==> src/rtl/i2c_arbiter_if.sv <==
// Command plus write-data stream bundle shared by the i2c_master host port
// and each requester of the arbiter.
interface i2c_arbiter_if;
    logic [6:0] cmd_address;
    logic       cmd_start;
    logic       cmd_read;
    logic       cmd_write;
    logic       cmd_write_multiple;
    logic       cmd_stop;
    logic       cmd_valid;
    logic       cmd_ready;
    logic [7:0] data;
    logic       data_valid;
    logic       data_ready;
    logic       data_last;

    modport master (
        output cmd_address,
        output cmd_start,
        output cmd_read,
        output cmd_write,
        output cmd_write_multiple,
        output cmd_stop,
        output cmd_valid,
        input  cmd_ready,
        output data,
        output data_valid,
        input  data_ready,
        output data_last
    );

    modport slave (
        input  cmd_address,
        input  cmd_start,
        input  cmd_read,
        input  cmd_write,
        input  cmd_write_multiple,
        input  cmd_stop,
        input  cmd_valid,
        output cmd_ready,
        input  data,
        input  data_valid,
        output data_ready,
        input  data_last
    );
endinterface

==> src/rtl/i2c_arbiter.sv <==
// Two-requester arbiter for one i2c_master host port; a grant is held for a
// whole I2C transaction and can be reclaimed from a stalled owner by timeout.
module i2c_arbiter #(
    parameter int ROUND_ROBIN = 0,
    parameter int TIMEOUT     = 0
) (
    input  logic          clk,
    input  logic          rst,
    i2c_arbiter_if.slave  r0,
    i2c_arbiter_if.slave  r1,
    i2c_arbiter_if.master m,
    output logic [1:0]    grant,
    output logic          busy,
    output logic          timeout
);

    localparam int            CW    = (TIMEOUT > 0) ? $clog2(TIMEOUT + 1) : 1;
    localparam logic [CW-1:0] LIMIT = CW'(TIMEOUT);
    localparam logic [CW-1:0] CMAX  = '1;

    typedef enum logic {
        IDLE,
        OWN
    } state_t;

    state_t        state;
    state_t        state_next;
    logic [1:0]    grant_next;
    logic          last_owner;
    logic          last_owner_next;
    logic          wm_stop;
    logic          wm_stop_next;
    logic [CW-1:0] count;
    logic [CW-1:0] count_next;
    logic [CW-1:0] count_inc;
    logic          timeout_next;

    logic [6:0]    sel_address;
    logic          sel_start;
    logic          sel_read;
    logic          sel_write;
    logic          sel_write_multiple;
    logic          sel_stop;
    logic          sel_cmd_valid;
    logic [7:0]    sel_data;
    logic          sel_data_valid;
    logic          sel_data_last;

    logic          cmd_fire;
    logic          data_fire;
    logic          eot;
    logic          owner_active;
    logic          expire;

    // Owner mux; everything reads 0 toward the master while nobody owns the bus.
    always_comb begin
        sel_address        = '0;
        sel_start          = 1'b0;
        sel_read           = 1'b0;
        sel_write          = 1'b0;
        sel_write_multiple = 1'b0;
        sel_stop           = 1'b0;
        sel_cmd_valid      = 1'b0;
        sel_data           = '0;
        sel_data_valid     = 1'b0;
        sel_data_last      = 1'b0;
        if (grant[0]) begin
            sel_address        = r0.cmd_address;
            sel_start          = r0.cmd_start;
            sel_read           = r0.cmd_read;
            sel_write          = r0.cmd_write;
            sel_write_multiple = r0.cmd_write_multiple;
            sel_stop           = r0.cmd_stop;
            sel_cmd_valid      = r0.cmd_valid;
            sel_data           = r0.data;
            sel_data_valid     = r0.data_valid;
            sel_data_last      = r0.data_last;
        end else if (grant[1]) begin
            sel_address        = r1.cmd_address;
            sel_start          = r1.cmd_start;
            sel_read           = r1.cmd_read;
            sel_write          = r1.cmd_write;
            sel_write_multiple = r1.cmd_write_multiple;
            sel_stop           = r1.cmd_stop;
            sel_cmd_valid      = r1.cmd_valid;
            sel_data           = r1.data;
            sel_data_valid     = r1.data_valid;
            sel_data_last      = r1.data_last;
        end
    end

    assign m.cmd_address        = sel_address;
    assign m.cmd_start          = sel_start;
    assign m.cmd_read           = sel_read;
    assign m.cmd_write          = sel_write;
    assign m.cmd_write_multiple = sel_write_multiple;
    assign m.cmd_stop           = sel_stop;
    assign m.cmd_valid          = sel_cmd_valid;
    assign m.data               = sel_data;
    assign m.data_valid         = sel_data_valid;
    assign m.data_last          = sel_data_last;

    assign r0.cmd_ready  = grant[0] & m.cmd_ready;
    assign r0.data_ready = grant[0] & m.data_ready;
    assign r1.cmd_ready  = grant[1] & m.cmd_ready;
    assign r1.data_ready = grant[1] & m.data_ready;

    assign busy = (state == OWN);

    // A write_multiple+stop defers the end of transaction to the last data beat.
    assign cmd_fire     = sel_cmd_valid & m.cmd_ready;
    assign data_fire    = sel_data_valid & m.data_ready;
    assign eot          = (cmd_fire & sel_stop & ~sel_write_multiple)
                        | (data_fire & sel_data_last & wm_stop);
    assign owner_active = sel_cmd_valid | sel_data_valid;
    assign count_inc    = (count == CMAX) ? count : count + CW'(1);
    assign expire       = (TIMEOUT > 0) && (state == OWN) && !owner_active
                          && (count_inc == LIMIT);

    always_ff @(posedge clk) begin
        if (rst) begin
            state      <= IDLE;
            grant      <= 2'b00;
            last_owner <= 1'b1;
            wm_stop    <= 1'b0;
            count      <= '0;
            timeout    <= 1'b0;
        end else begin
            state      <= state_next;
            grant      <= grant_next;
            last_owner <= last_owner_next;
            wm_stop    <= wm_stop_next;
            count      <= count_next;
            timeout    <= timeout_next;
        end
    end

    always_comb begin
        state_next      = state;
        grant_next      = grant;
        last_owner_next = last_owner;
        wm_stop_next    = wm_stop;
        count_next      = count;
        timeout_next    = 1'b0;
        case (state)
            IDLE: begin
                count_next   = '0;
                wm_stop_next = 1'b0;
                grant_next   = 2'b00;
                if (r0.cmd_valid || r1.cmd_valid) begin
                    state_next = OWN;
                    if ((ROUND_ROBIN != 0) && r0.cmd_valid && r1.cmd_valid) begin
                        grant_next = last_owner ? 2'b01 : 2'b10;
                    end else if (r0.cmd_valid) begin
                        grant_next = 2'b01;
                    end else begin
                        grant_next = 2'b10;
                    end
                end
            end
            OWN: begin
                if (eot || expire) begin
                    state_next      = IDLE;
                    grant_next      = 2'b00;
                    last_owner_next = grant[1];
                    wm_stop_next    = 1'b0;
                    count_next      = '0;
                    timeout_next    = expire;
                end else begin
                    if (cmd_fire && sel_write_multiple && sel_stop) begin
                        wm_stop_next = 1'b1;
                    end
                    count_next = owner_active ? '0 : count_inc;
                end
            end
            default: begin
                state_next = IDLE;
                grant_next = 2'b00;
            end
        endcase
    end

endmodule

==> src/flat_wrapper.sv <==
// flat-port wrapper written by rule: the top's interface ports become plain ports
module i2c_arbiter_flat 
#(
    parameter int ROUND_ROBIN = 0,
    parameter int TIMEOUT     = 0
)
  (clk, rst, grant, busy, timeout, r0_cmd_address, r0_cmd_start, r0_cmd_read, r0_cmd_write, r0_cmd_write_multiple, r0_cmd_stop, r0_cmd_valid, r0_cmd_ready, r0_data, r0_data_valid, r0_data_ready, r0_data_last, r1_cmd_address, r1_cmd_start, r1_cmd_read, r1_cmd_write, r1_cmd_write_multiple, r1_cmd_stop, r1_cmd_valid, r1_cmd_ready, r1_data, r1_data_valid, r1_data_ready, r1_data_last, m_cmd_address, m_cmd_start, m_cmd_read, m_cmd_write, m_cmd_write_multiple, m_cmd_stop, m_cmd_valid, m_cmd_ready, m_data, m_data_valid, m_data_ready, m_data_last);
  i2c_arbiter_if r0_i ();
  i2c_arbiter_if r1_i ();
  i2c_arbiter_if m_i ();
  input  logic clk;
  input  logic rst;
  output logic [1:0] grant;
  output logic busy;
  output logic timeout;
  input wire logic [$bits(r0_i.cmd_address)-1:0] r0_cmd_address;
  input wire logic [$bits(r0_i.cmd_start)-1:0] r0_cmd_start;
  input wire logic [$bits(r0_i.cmd_read)-1:0] r0_cmd_read;
  input wire logic [$bits(r0_i.cmd_write)-1:0] r0_cmd_write;
  input wire logic [$bits(r0_i.cmd_write_multiple)-1:0] r0_cmd_write_multiple;
  input wire logic [$bits(r0_i.cmd_stop)-1:0] r0_cmd_stop;
  input wire logic [$bits(r0_i.cmd_valid)-1:0] r0_cmd_valid;
  output wire logic [$bits(r0_i.cmd_ready)-1:0] r0_cmd_ready;
  input wire logic [$bits(r0_i.data)-1:0] r0_data;
  input wire logic [$bits(r0_i.data_valid)-1:0] r0_data_valid;
  output wire logic [$bits(r0_i.data_ready)-1:0] r0_data_ready;
  input wire logic [$bits(r0_i.data_last)-1:0] r0_data_last;
  input wire logic [$bits(r1_i.cmd_address)-1:0] r1_cmd_address;
  input wire logic [$bits(r1_i.cmd_start)-1:0] r1_cmd_start;
  input wire logic [$bits(r1_i.cmd_read)-1:0] r1_cmd_read;
  input wire logic [$bits(r1_i.cmd_write)-1:0] r1_cmd_write;
  input wire logic [$bits(r1_i.cmd_write_multiple)-1:0] r1_cmd_write_multiple;
  input wire logic [$bits(r1_i.cmd_stop)-1:0] r1_cmd_stop;
  input wire logic [$bits(r1_i.cmd_valid)-1:0] r1_cmd_valid;
  output wire logic [$bits(r1_i.cmd_ready)-1:0] r1_cmd_ready;
  input wire logic [$bits(r1_i.data)-1:0] r1_data;
  input wire logic [$bits(r1_i.data_valid)-1:0] r1_data_valid;
  output wire logic [$bits(r1_i.data_ready)-1:0] r1_data_ready;
  input wire logic [$bits(r1_i.data_last)-1:0] r1_data_last;
  output wire logic [$bits(m_i.cmd_address)-1:0] m_cmd_address;
  output wire logic [$bits(m_i.cmd_start)-1:0] m_cmd_start;
  output wire logic [$bits(m_i.cmd_read)-1:0] m_cmd_read;
  output wire logic [$bits(m_i.cmd_write)-1:0] m_cmd_write;
  output wire logic [$bits(m_i.cmd_write_multiple)-1:0] m_cmd_write_multiple;
  output wire logic [$bits(m_i.cmd_stop)-1:0] m_cmd_stop;
  output wire logic [$bits(m_i.cmd_valid)-1:0] m_cmd_valid;
  input wire logic [$bits(m_i.cmd_ready)-1:0] m_cmd_ready;
  output wire logic [$bits(m_i.data)-1:0] m_data;
  output wire logic [$bits(m_i.data_valid)-1:0] m_data_valid;
  input wire logic [$bits(m_i.data_ready)-1:0] m_data_ready;
  output wire logic [$bits(m_i.data_last)-1:0] m_data_last;
  assign r0_i.cmd_address = r0_cmd_address;
  assign r0_i.cmd_start = r0_cmd_start;
  assign r0_i.cmd_read = r0_cmd_read;
  assign r0_i.cmd_write = r0_cmd_write;
  assign r0_i.cmd_write_multiple = r0_cmd_write_multiple;
  assign r0_i.cmd_stop = r0_cmd_stop;
  assign r0_i.cmd_valid = r0_cmd_valid;
  assign r0_cmd_ready = r0_i.cmd_ready;
  assign r0_i.data = r0_data;
  assign r0_i.data_valid = r0_data_valid;
  assign r0_data_ready = r0_i.data_ready;
  assign r0_i.data_last = r0_data_last;
  assign r1_i.cmd_address = r1_cmd_address;
  assign r1_i.cmd_start = r1_cmd_start;
  assign r1_i.cmd_read = r1_cmd_read;
  assign r1_i.cmd_write = r1_cmd_write;
  assign r1_i.cmd_write_multiple = r1_cmd_write_multiple;
  assign r1_i.cmd_stop = r1_cmd_stop;
  assign r1_i.cmd_valid = r1_cmd_valid;
  assign r1_cmd_ready = r1_i.cmd_ready;
  assign r1_i.data = r1_data;
  assign r1_i.data_valid = r1_data_valid;
  assign r1_data_ready = r1_i.data_ready;
  assign r1_i.data_last = r1_data_last;
  assign m_cmd_address = m_i.cmd_address;
  assign m_cmd_start = m_i.cmd_start;
  assign m_cmd_read = m_i.cmd_read;
  assign m_cmd_write = m_i.cmd_write;
  assign m_cmd_write_multiple = m_i.cmd_write_multiple;
  assign m_cmd_stop = m_i.cmd_stop;
  assign m_cmd_valid = m_i.cmd_valid;
  assign m_i.cmd_ready = m_cmd_ready;
  assign m_data = m_i.data;
  assign m_data_valid = m_i.data_valid;
  assign m_i.data_ready = m_data_ready;
  assign m_data_last = m_i.data_last;
  i2c_arbiter #(.ROUND_ROBIN(ROUND_ROBIN), .TIMEOUT(TIMEOUT)) u_core (.clk(clk), .rst(rst), .r0(r0_i), .r1(r1_i), .m(m_i), .grant(grant), .busy(busy), .timeout(timeout));
endmodule
==> config.mk <==
export PLATFORM = sky130hd
export DESIGN_NAME = i2c_arbiter_flat
export DESIGN_NICKNAME = d
export VERILOG_FILES = /design/src/rtl/i2c_arbiter_if.sv /design/src/rtl/i2c_arbiter.sv /design/src/flat_wrapper.sv
export SDC_FILE = /design/constraint.sdc
export NUM_CORES = 1
export LEC_CHECK = 0
export BUFFER_PORTS_ARGS = -buffer_cell sky130_fd_sc_hd__buf_2
export CAP_MARGIN = 20
export CELL_PAD_IN_SITES_DETAIL_PLACEMENT = 0
export CELL_PAD_IN_SITES_GLOBAL_PLACEMENT = 2
export CORE_ASPECT_RATIO = 0.75
export CORE_MARGIN = 4
export CORE_UTILIZATION = 12
export CTS_CLUSTER_SIZE = 20
export DETAILED_ROUTE_END_ITERATION = 10
export GPL_ROUTABILITY_DRIVEN = 1
export GPL_TIMING_DRIVEN = 0
export PLACE_DENSITY_LB_ADDON = 0.25
export SYNTH_ARGS = -nofsm -noshare
export SYNTH_HDL_FRONTEND = slang
export SYNTH_SLANG_ARGS = --single-unit
==> constraint.sdc <==
create_clock -name clk -period 3.6 [get_ports clk]
set_input_delay 0.72 -clock clk [delete_from_list [all_inputs] [get_ports clk]]
set_output_delay 0.72 -clock clk [all_outputs]
set_load 0.05 [all_outputs]
## Word-level counts from Yosys, hierarchy flattened

Cells that the tools add are included.
W data, S select, Z words.

- Bits in registers: 4
- Latch bits: 0
- RAM bits: 0
- Memory bits (read-only): 0
- Input port bits: 50
- Logic and storage cells: 51
- Memories: 0

- $add $sub $neg: 0
- Multiply operators: 0
- Divide/modulo/power cells: 0
- Magnitude comparators: 0
- Eq/ne operators: 2
- Shift operators: 0
- Muxes and demuxes: 30
- Bitwise gates (word level): 13
- Reduce and logical (&&, ||, !) cells: 3

Operators with widths:

| kind | count |
|---|---|
| $mux W1 | 20 |
| $mux W8 | 2 |
| $mux W7 | 2 |
| $and A1 B1 Y1 | 10 |
| $mux W2 | 3 |
| $pmux W1 S2 | 2 |
| $pmux W2 S2 | 1 |
| $ne A3 B3 Y1 const B | 1 |
| $logic_and A1 B1 Y1 | 2 |
| $ne A2 B2 Y1 const B | 1 |
| $not A1 Y1 | 2 |
| $logic_or A1 B1 Y1 | 1 |
| $or A1 B1 Y1 | 1 |

## Depth between registers and ports, before layout

Gate-level depths: netlist (run 1).

- Depth in word-level cells: 8
- Gate-level depth with buffers: 5
- Depth with buffers taken out: 4

## Worst setup path after synthesis (run 1)

No wires, ideal clock.

- Kind: register to output
- Start point: reg u_core.grant[0]
- End point: out m_cmd_address[1]
- Data arrival time: 1614 ps
- Data required time: 2880 ps
- Slack: 1266 ps
- Stages on the path, launching flop included: 4
- Path buffers: 2
- Cell sequence: dfxtp_1 > buf_6 > clkbuf_1 > a22o_1

- Cells in the longest elaborated chain, start to end: 1

RTL lines:

| what | line | RTL |
|---|---|---|
| from (decl) | i2c_arbiter.sv:12 | `output logic [1:0] grant,` |
| from (signal assigned) | i2c_arbiter.sv:130 | `grant <= grant_next;` |
| $mux W7 | i2c_arbiter.sv:67 | `if (grant[0]) begin` |
| to (decl) | flat_wrapper.sv:40 | `output wire logic [$bits(m_i.cmd_address)-1:0] m_cmd_address;` |

No other way between the ends.

## Final worst setup path (run 1)

- Start point: reg u_core.grant[0]
- End point: out m_data_last

- Cells in the longest elaborated chain, start to end: 1

RTL lines:

| what | line | RTL |
|---|---|---|
| $mux W1 | i2c_arbiter.sv:67 |  |
| to (decl) | flat_wrapper.sv:51 | `output wire logic [$bits(m_i.data_last)-1:0] m_data_last;` |

No other way between the ends.

==> run_results.csv, run 1 <==
group,metric,value,unit
synth,synth_area,487,um^2
placement,routabilityCongestion,0.651,
cts,hold_buffers,0,
cts,post_cts.repair.setup_buffers,0,
sta,fin_skew,3.05,ps
setup_path,startpoint,"u_core.grant[0]",
global_route,grt_pass1_vias,740,
synth,seq_area_frac_synth,16.5,%
setup_path,path_class,"flip-flop to output port",
power_and_ir_drop,power_frac_seq,14.6,%
sta,fin_crit_sh,65.0,%
cts,cts_resized,0,
cts,cts_sinks,4,
synth,synth_top_area_cell,"a22o_1",
power_and_ir_drop,p_sw_share,48.8,%
detailed_routing,num_vias,811,
setup_path,critPathLaunchType,"flip-flop",
synth,yosys-top-cells-count,"22 x a22o_1, 4 x and2_1, 4 x dfxtp_1",
sta,fmax,0.428,GHz
setup_path,r2r-end,"u_core.grant[1]",
cts,tritoncts,"built",
setup_path,worstPathArrival,1620,ps
detailed_routing,via_per_inst,4.22,
die,die_x,81.5,um
detailed_routing,totalWireLength,2530,um
synth,synth_fp_nets,108,
layout,fin_nets,192,
cts,root_buffer,"clkbuf_8",
detailed_routing,drc_errors,0,
sta,rsz0062_at_grt,"false",
sta,report.final.slew_viol_count,0,
die,initial_utilization,12.9,%
detailed_routing,first_pass_iters,4,
power_and_ir_drop,leakage,0.573,nW
outcome,status,"finished, final reports clean",
placement,port-buffer-count,79,
synth,synth_flop_cell,"dfxtp_1",
worst_hold_path,whs_path_depth,1,
global_route,grt_pass1_wl,3710,um
setup_path,cp-endpoint,"m_data_last",
global_route,overflow,0,
detailed_routing,routedWlPerCell,13.2,um
setup_path,critPathMaxFanout,10,
synth,yosys_warnings,0,
layout,syn_to_final_growth,103,%
setup_path,ff2ff_setup_slack,2250,ps
sta,tns,0,ps
global_route,grt_usage,9.40,%
setup_path,rr_worst_depth,4,
sta,setup_viol,0,
setup_path,reg2reg_from,"u_core.grant[1]",
die,die-area,0.00515,mm^2
power_and_ir_drop,p_total,0.360,mW
synth,synth.most_common_cell,"a22o_1",
synth,synth_top_area_share,39.6,%
power_and_ir_drop,pwr-share-clk,25.9,%
die,io_pins,81,
die,fp-row-count,19,
layout,drive_above_1_share,63.6,%
global_route,antenna_found_initial,0,
worst_hold_path,hold_class,"flip-flop to flip-flop",
layout,antenna_cells,0,
power_and_ir_drop,peakVddDrop,0.135,mV
sta,hold_violations,0,
power_and_ir_drop,p_int,0.185,mW
setup_path,max_stage_delay,390,ps
setup_path,cp_cell_sequence,"buf_6 -> clkbuf_1 -> a22o_1 -> buf_2",
die,die_h,63.2,um
placement,hpwl,2170,um
detailed_routing,drtAntennaViolNets,0,
setup_path,critPathSlowestCell,"dfxtp_1",
die,core-area,0.00378,mm^2
setup_path,crit_family,"buffers and inverters",
power_and_ir_drop,p_sw,0.176,mW
global_route,grt_max_degree,11,
cts,cts-buffers-inserted,3,
setup_path,critPathBufInv,3,
synth,synth_edf_count,0,
cts,htreeDepth,1,
synth,synth_seq_cells,4,
sta,period_needed,2340,ps
flow_run,max-cap-violations,0,
synth,ys_top_cells_by_area,"a22o_1 40%, dfxtp_1 16%, a22oi_2 5.1%",
synth,syn_inst,58,
setup_path,required,2880,ps
setup_path,cp.depth,4,
synth,ys_types,25,
cts,clkLatencyLatePin,220,ps
power_and_ir_drop,combPwrFrac,59.5,%
power_and_ir_drop,p_per_area,365,mW/mm^2
detailed_routing,drt_iter0_markers,27,
synth,syn_area_per_cell,8.39,um^2
setup_path,cp-end-kind,"output port",
cts,clkTransAtPathRegs,30,ps
cts,clk_path_buf_depth,2,
synth,async_flop_share,0,%
-- cells by family (layout without fill, tap and decap cells) --
family,Yosys count,after routing,share of synthesized area [%]
other,1,1,0.770
AO/OA/AOI/OAI,30,30,55.0
flip-flops,4,4,16.5
buffers and inverters,8,90,9.00
AND/OR/NAND/NOR,15,15,18.8
-- through the flow --
stage | worst slack, ps | cells | utilization (%) | hold slack (ps) | cell area (um^2)
finish | 1260 | 192 | 26.2 | 483 | 988
floorplan | 1270 | 58 | - | 454 | 487
detailed placement | 1460 | 189 | 25.1 | 485 | 947
global placement | 1460 | 189 | 25.1 | 477 | 947
global route | 1100 | 192 | 26.2 | 549 | 988
CTS | 1220 | 192 | 26.2 | 492 | 988
-- state kept, by name, summed over array words and instances (netlist names) --
name	count
u_core.grant	2
u_core.wm_stop	1
u_core.busy	1
-- area by class of cell --
type | count | area, um^2
Clock buffer | 3 | 41.3
Multi-Input combinational cell | 46 | 363
Tap cell | 52 | 65.1
Sequential cell | 4 | 80.1
Inverter | 2 | 7.51
Timing Repair Buffer | 79 | 395
Fill cell | 419 | 2790
Buffer | 6 | 36.3
-- how the worst min path moves through the flow --
stage,start,endpoint
5_1_grt,u_core.wm_stop,u_core.wm_stop
6_report,u_core.wm_stop,u_core.wm_stop
3_3_place_gp,u_core.wm_stop,u_core.wm_stop
4_1_cts,u_core.wm_stop,u_core.wm_stop
3_5_place_dp,u_core.wm_stop,u_core.wm_stop
2_1_floorplan,u_core.wm_stop,u_core.wm_stop
-- placed cells by master, fill, tap and decap left out, types with 2 or more instances in the layout --
cell	synthesis	final
inv_1	2	2
clkbuf_8	0	3
clkbuf_1	2	2
buf_2	2	81
nand2b_1	2	2
dfxtp_1	4	4
a22o_1	22	22
a22oi_2	2	2
nand2_1	2	2
and2_1	4	4
-- power by group through the flow --
stage	Sequential (mW)	Combinational, mW	Clock [mW]
2_1_floorplan	0.0647	0.140	0
3_3_place_gp	0.0535	0.216	0
3_5_place_dp	0.0536	0.216	0
4_1_cts	0.0530	0.216	0.0950
5_1_grt	0.0540	0.227	0.0999
6_report	0.0527	0.214	0.0934
-- metal layers --
layer | global-route usage, % | share of wire (%) | vias up
met2 | 15.3 | 46 | 48
met1 | 10.8 | 39 | 364
met5 | 0 | 0 | -
met3 | 3.70 | 14 | 4
li1 | - | - | 395
met4 | 3.80 | 1.5 | 0
(Power assumes the default switching activity.)
==> inputs of run 2 (changes only) <==
--- a/config.mk
+++ b/config.mk
@@ -5,13 +5,14 @@
 export SDC_FILE = /design/constraint.sdc
 export NUM_CORES = 1
 export LEC_CHECK = 0
+export ABC_AREA = 1
 export BUFFER_PORTS_ARGS = -buffer_cell sky130_fd_sc_hd__buf_2
 export CAP_MARGIN = 20
 export CELL_PAD_IN_SITES_DETAIL_PLACEMENT = 0
 export CELL_PAD_IN_SITES_GLOBAL_PLACEMENT = 2
 export CORE_ASPECT_RATIO = 0.75
 export CORE_MARGIN = 4
-export CORE_UTILIZATION = 12
+export CORE_UTILIZATION = 11
 export CTS_CLUSTER_SIZE = 20
 export DETAILED_ROUTE_END_ITERATION = 10
 export GPL_ROUTABILITY_DRIVEN = 1
==> constraint.sdc (replaced) <==
create_clock -name clk -period 2 [get_ports clk]
set_input_delay 0.4 -clock clk [delete_from_list [all_inputs] [get_ports clk]]
set_output_delay 0.4 -clock clk [all_outputs]
set_load 0.05 [all_outputs]
==> run_results.csv, run 2 <==
group,metric,value,unit
outcome,status,"finished, final reports clean",
cts,clkLatencyLatePin,210,ps
global_route,grt_max_degree,11,
cts,cts-buffers-inserted,3,
layout,syn_to_final_growth,93.4,%
layout,design_area,0.00110,mm^2
setup_path,worstPathArrival,1470,ps
sta,rsz0062_at_grt,"false",
cts,cts_resized,0,
setup_path,required,1600,ps
global_route,grt_pass1_vias,878,
sta,period_needed,1870,ps
cts,clkTransAtPathRegs,30,ps
detailed_routing,drtAntennaViolNets,0,
detailed_routing,totalWireLength,2530,um
die,io_pins,81,
layout,fin_nets,221,
placement,port-buffer-count,79,
die,die-area,0.00640,mm^2
layout,antenna_cells,0,
die,die_h,70.3,um
die,core-area,0.00495,mm^2
layout,largest_reg_flops,2,
synth,synth_fp_nets,136,
placement,routabilityCongestion,0.781,
setup_path,path_class,"flip-flop to output port",
cts,root_buffer,"clkbuf_8",
sta,report.final.slew_viol_count,0,
setup_path,cp-end-kind,"output port",
layout,drive_above_1_share,64.5,%
worst_hold_path,hold_class,"primary input to flip-flop",
synth,synth_top_area_share,27.7,%
synth,seq_area_frac_synth,14.1,%
synth,synth_seq_cells,4,
detailed_routing,via_per_inst,3.83,
synth,synth_top_area_cell,"a22o_1",
synth,yosys_warnings,0,
sta,fmax,0.536,GHz
synth,synth_edf_count,0,
power_and_ir_drop,leakage,0.707,nW
synth,syn_area_per_cell,6.62,um^2
layout,final_cell_mix,"81 x buf_2, 22 x nand2_1, 14 x inv_1",
synth,syn_inst,86,
detailed_routing,drc_errors,0,
layout,top_register,"u_core.grant",
global_route,grt_pass1_wl,3810,um
detailed_routing,first_pass_iters,4,
setup_path,critPathLaunchType,"flip-flop",
sta,tns,0,ps
cts,htreeDepth,1,
die,die_x,91.1,um
synth,ys_types,21,
placement,dpl-instance-area,0.00105,mm^2
sta,hold_violations,0,
cts,tritoncts,"built",
sta,fin_skew,0.633,ps
die,initial_utilization,11.5,%
placement,hpwl,2200,um
detailed_routing,routedWlPerCell,11.1,um
layout,final_util,22.2,%
cts,clk_path_buf_depth,2,
synth,synth_area,569,um^2
die,fp-row-count,22,
synth,yosys-top-cells-count,"22 x nand2_1, 18 x a22o_1, 14 x inv_1, 4 x dfxtp_1, 4 x nand3_1",
sta,fin_crit_sh,93.3,%
power_and_ir_drop,peakVddDrop,0.129,mV
global_route,overflow,0,
detailed_routing,num_vias,877,
power_and_ir_drop,p_per_area,620,mW/mm^2
flow_run,max-cap-violations,0,
synth,synth.most_common_cell,"nand2_1",
synth,async_flop_share,0,%
global_route,grt_usage,7.34,%
setup_path,critPathMaxFanout,10,
detailed_routing,drt_iter0_markers,19,
sta,setup_viol,0,
setup_path,ff2ff_setup_slack,690,ps
global_route,antenna_found_initial,0,
cts,cts_sinks,4,
layout,final_common_cell,"buf_2",
synth,synth_flop_cell,"dfxtp_1",
synth,ys_top_cells_by_area,"a22o_1 28%, nand2_1 15%, dfxtp_1 14%",
-- run 2: cell count changes in the layout (fill, tap and decap cells not counted), moves of 3 or more --
cell     change
nand2_1     +20
a22o_2      +10
buf_4        +3
nand3_1      +3
a22o_1      -14
and2_1       -3
inv_1       +12
-- run 2: power by group --
group / total, mW / switching (mW) / internal [mW]
Combinational: 0.426 / 0.299 / 0.127
Clock: 0.164 / 0.0362 / 0.128
Sequential: 0.0931 / 0.00589 / 0.0872
-- run 2: path summary, 6_finish.rpt --
path | cells after the start | from | to
max | 4 | u_core.grant[0] | m_cmd_address[1]
min | 3 | r0_cmd_valid | u_core.grant[0]
max reg2reg | 9 | u_core.grant[1] | u_core.grant[1]
min reg2reg | 2 | u_core.wm_stop | u_core.wm_stop
-- run 2: routing by layer --
layer  vias up  part of all wire [%]  track usage [%]
met1       364                    43             8.49
li1        449                     -                -
met3         2                    12             2.26
met4         0                   1.1             2.51
met2        62                    44             12.8
met5         -                     0                0
-- run 2: cell families (layout without fill, tap and decap cells) --
| group | after synthesis | in the layout | synth area share [%] |
|---|---|---|---|
| AOI/OAI and AO/OA | 21 | 21 | 31.2 |
| buffers and inverters | 22 | 105 | 18.2 |
| DFF | 4 | 4 | 14.1 |
| other | 1 | 1 | 0.659 |
| and+or+nand+nor | 38 | 38 | 35.8 |
-- run 2: worst max-delay path: stages (launching register included) --
cell,delay (ps)
dfxtp_1,410
buf_6,180
buf_2,220
a22o_1,180
buf_2,260
-- run 2: final cells by class --
class                           instances  area [um^2]
Tap cell                               60         75.1
Sequential cell                         4         80.1
Multi-Input combinational cell         60          398
Clock buffer                            3         41.3
Buffer                                  6         43.8
Timing Repair Buffer                   80          403
Fill cell                             574         3850
Inverter                               16         60.1
-- run 2: timing repair --
action / in CTS / in global routing
buffers inserted: 1 / 0
hold buffers: 0 / 0
setup endpoints to repair: 10 / 0
-- run 2: through the flow --
| step | hold WS (ps) | total power [mW] | cells | setup slack [ps] |
|---|---|---|---|---|
| 2_1_floorplan | 451 | 0.402 | 86 | 37.1 |
| 3_3_place_gp | 463 | 0.520 | 225 | 206 |
| 3_5_place_dp | 468 | 0.522 | 225 | 175 |
| 4_1_cts | 473 | 0.691 | 229 | 96.0 |
| 5_1_grt | 497 | 0.720 | 229 | 35.9 |
| 6_report | 464 | 0.683 | 229 | 134 |
==> inputs of run 3 (changes only) <==
--- a/config.mk
+++ b/config.mk
@@ -12,12 +12,13 @@
 export CELL_PAD_IN_SITES_GLOBAL_PLACEMENT = 2
 export CORE_ASPECT_RATIO = 0.75
 export CORE_MARGIN = 4
-export CORE_UTILIZATION = 11
+export CORE_UTILIZATION = 13
 export CTS_CLUSTER_SIZE = 20
 export DETAILED_ROUTE_END_ITERATION = 10
 export GPL_ROUTABILITY_DRIVEN = 1
 export GPL_TIMING_DRIVEN = 0
 export PLACE_DENSITY_LB_ADDON = 0.25
+export REMOVE_ABC_BUFFERS = 1
 export SYNTH_ARGS = -nofsm -noshare
 export SYNTH_HDL_FRONTEND = slang
 export SYNTH_SLANG_ARGS = --single-unit
==> constraint.sdc (replaced) <==
create_clock -name clk -period 2.3 [get_ports clk]
set_input_delay 0.46 -clock clk [delete_from_list [all_inputs] [get_ports clk]]
set_output_delay 0.46 -clock clk [all_outputs]
set_load 0.05 [all_outputs]
==> run_results.csv, run 3 (synthesized netlist as in run 2, its figures left out) <==
group,metric,value,unit
outcome,status,"finished, final reports clean",
flow_run,max-cap-violations,0,
sta,relSlewSlack,62.1,%
die,die_x,84.4,um
layout,top_register,"u_core.grant",
setup_path,cp-end-kind,"output port",
global_route,grt_usage,8.52,%
layout,antenna_cells,0,
layout,final_cell_mix,"79 x buf_2, 22 x nand2_1, 18 x a22o_1",
sta,fin_skew,3.56,ps
detailed_routing,drt_iter0_markers,6,
worst_hold_path,hold_class,"primary input to flip-flop",
die,die-area,0.00551,mm^2
cts,clk_path_buf_depth,2,
global_route,grt_max_degree,31,
cts,htreeDepth,1,
sta,fin_crit_sh,86.2,%
cts,cts_sinks,4,
global_route,overflow,0,
layout,fin_nets,215,
cts,clkTransAtPathRegs,30,ps
sta,rsz0062_at_grt,"false",
global_route,antenna_found_initial,0,
placement,dpl-instance-area,990,um^2
sta,worst_slew_pin_slew,569,ps
layout,design_area,0.00105,mm^2
die,core-area,0.00413,mm^2
cts,clkLatencyLatePin,210,ps
layout,fill_cells,480,
sta,hold_violations,0,
detailed_routing,totalWireLength,2460,um
placement,hpwl,2060,um
placement,port-buffer-count,79,
sta,report.final.slew_viol_count,0,
detailed_routing,drc_errors,0,
setup_path,critPathMaxFanout,30,
setup_path,critPathLaunchType,"flip-flop",
cts,cts-buffers-inserted,3,
layout,syn_to_final_growth,84.8,%
layout,drive_above_1_share,57.7,%
die,die_h,65.3,um
power_and_ir_drop,p_per_area,555,mW/mm^2
layout,largest_reg_flops,2,
sta,fmax,0.504,GHz
power_and_ir_drop,p_total,0.584,mW
global_route,grt_pass1_vias,832,
die,io_pins,81,
sta,period_needed,1980,ps
sta,tns,0,ps
cts,root_buffer,"clkbuf_8",
die,fp-row-count,20,
detailed_routing,via_per_inst,3.76,
power_and_ir_drop,peakVddDrop,0.134,mV
setup_path,path_class,"flip-flop to output port",
placement,routabilityCongestion,0.635,
detailed_routing,drtAntennaViolNets,0,
layout,final_common_cell,"buf_2",
detailed_routing,routedWlPerCell,11.3,um
detailed_routing,first_pass_iters,2,
cts,tritoncts,"built",
global_route,grt_pass1_wl,3810,um
detailed_routing,num_vias,819,
sta,setup_viol,0,
power_and_ir_drop,leakage,0.673,nW
setup_path,required,1840,ps
setup_path,worstPathArrival,1520,ps
die,initial_utilization,13.8,%
run 3: what timing repair did:
item	in CTS	in global routing
hold buffers	0	0
gates resized for setup	1	0
pin swaps	0	1
endpoints found under the setup margin	23	8
setup buffers	0	1
run 3: through the flow:
stage | worst slack (ps) | util (%) | hold slack [ps] | instances
3_3_place_gp | 12.7 | 24.0 | 504 | 214
5_1_grt | 177 | 25.5 | 539 | 218
3_5_place_dp | 10.5 | 24.0 | 524 | 214
4_1_cts | 124 | 25.0 | 523 | 217
6_report | 317 | 25.5 | 517 | 218
2_1_floorplan | 90.8 | - | 451 | 80
run 3: layout make-up:
type	count	area, um^2	area share, %
repair buffers	80	415	39.5
multi-input cells	60	385	36.6
clock buffers	3	41.3	3.92
flip-flops and latches	4	81.3	7.73
well taps	55	68.8	6.54
inverters	16	60.1	5.71
run 3: critical path: stages (launching register included):
cell and delay, ps:
dfxtp_2 680, nor2_4 60, buf_12 170, a22o_1 180, buf_2 210
run 3: power breakdown:
part           internal (mW)  total (mW)  leakage [nW]  switching, mW
clock network          0.111       0.146        0.0216         0.0349
registers             0.0761      0.0963        0.0333         0.0202
logic                  0.100       0.341         0.618          0.241
total                  0.288       0.584         0.673          0.296
run 3: metal layers:
metal,routed length (um),part of all wire [%],GRT usage [%],up-vias
li1,-,-,-,436
met1,953,39,10.2,365
met4,19,0.77,3.16,0
met3,100,4.1,1.38,2
met2,1380,56,15.5,16
met5,0,0,0,-
run 3: worst paths after layout:
check,start,end,slack [ps],cells past startpoint
max,u_core.grant[0],m_cmd_address[4],320,4
min,r0_cmd_valid,u_core.grant[0],520,3
max reg2reg,u_core.grant[0],u_core.grant[1],850,7
min reg2reg,u_core.wm_stop,u_core.wm_stop,520,2
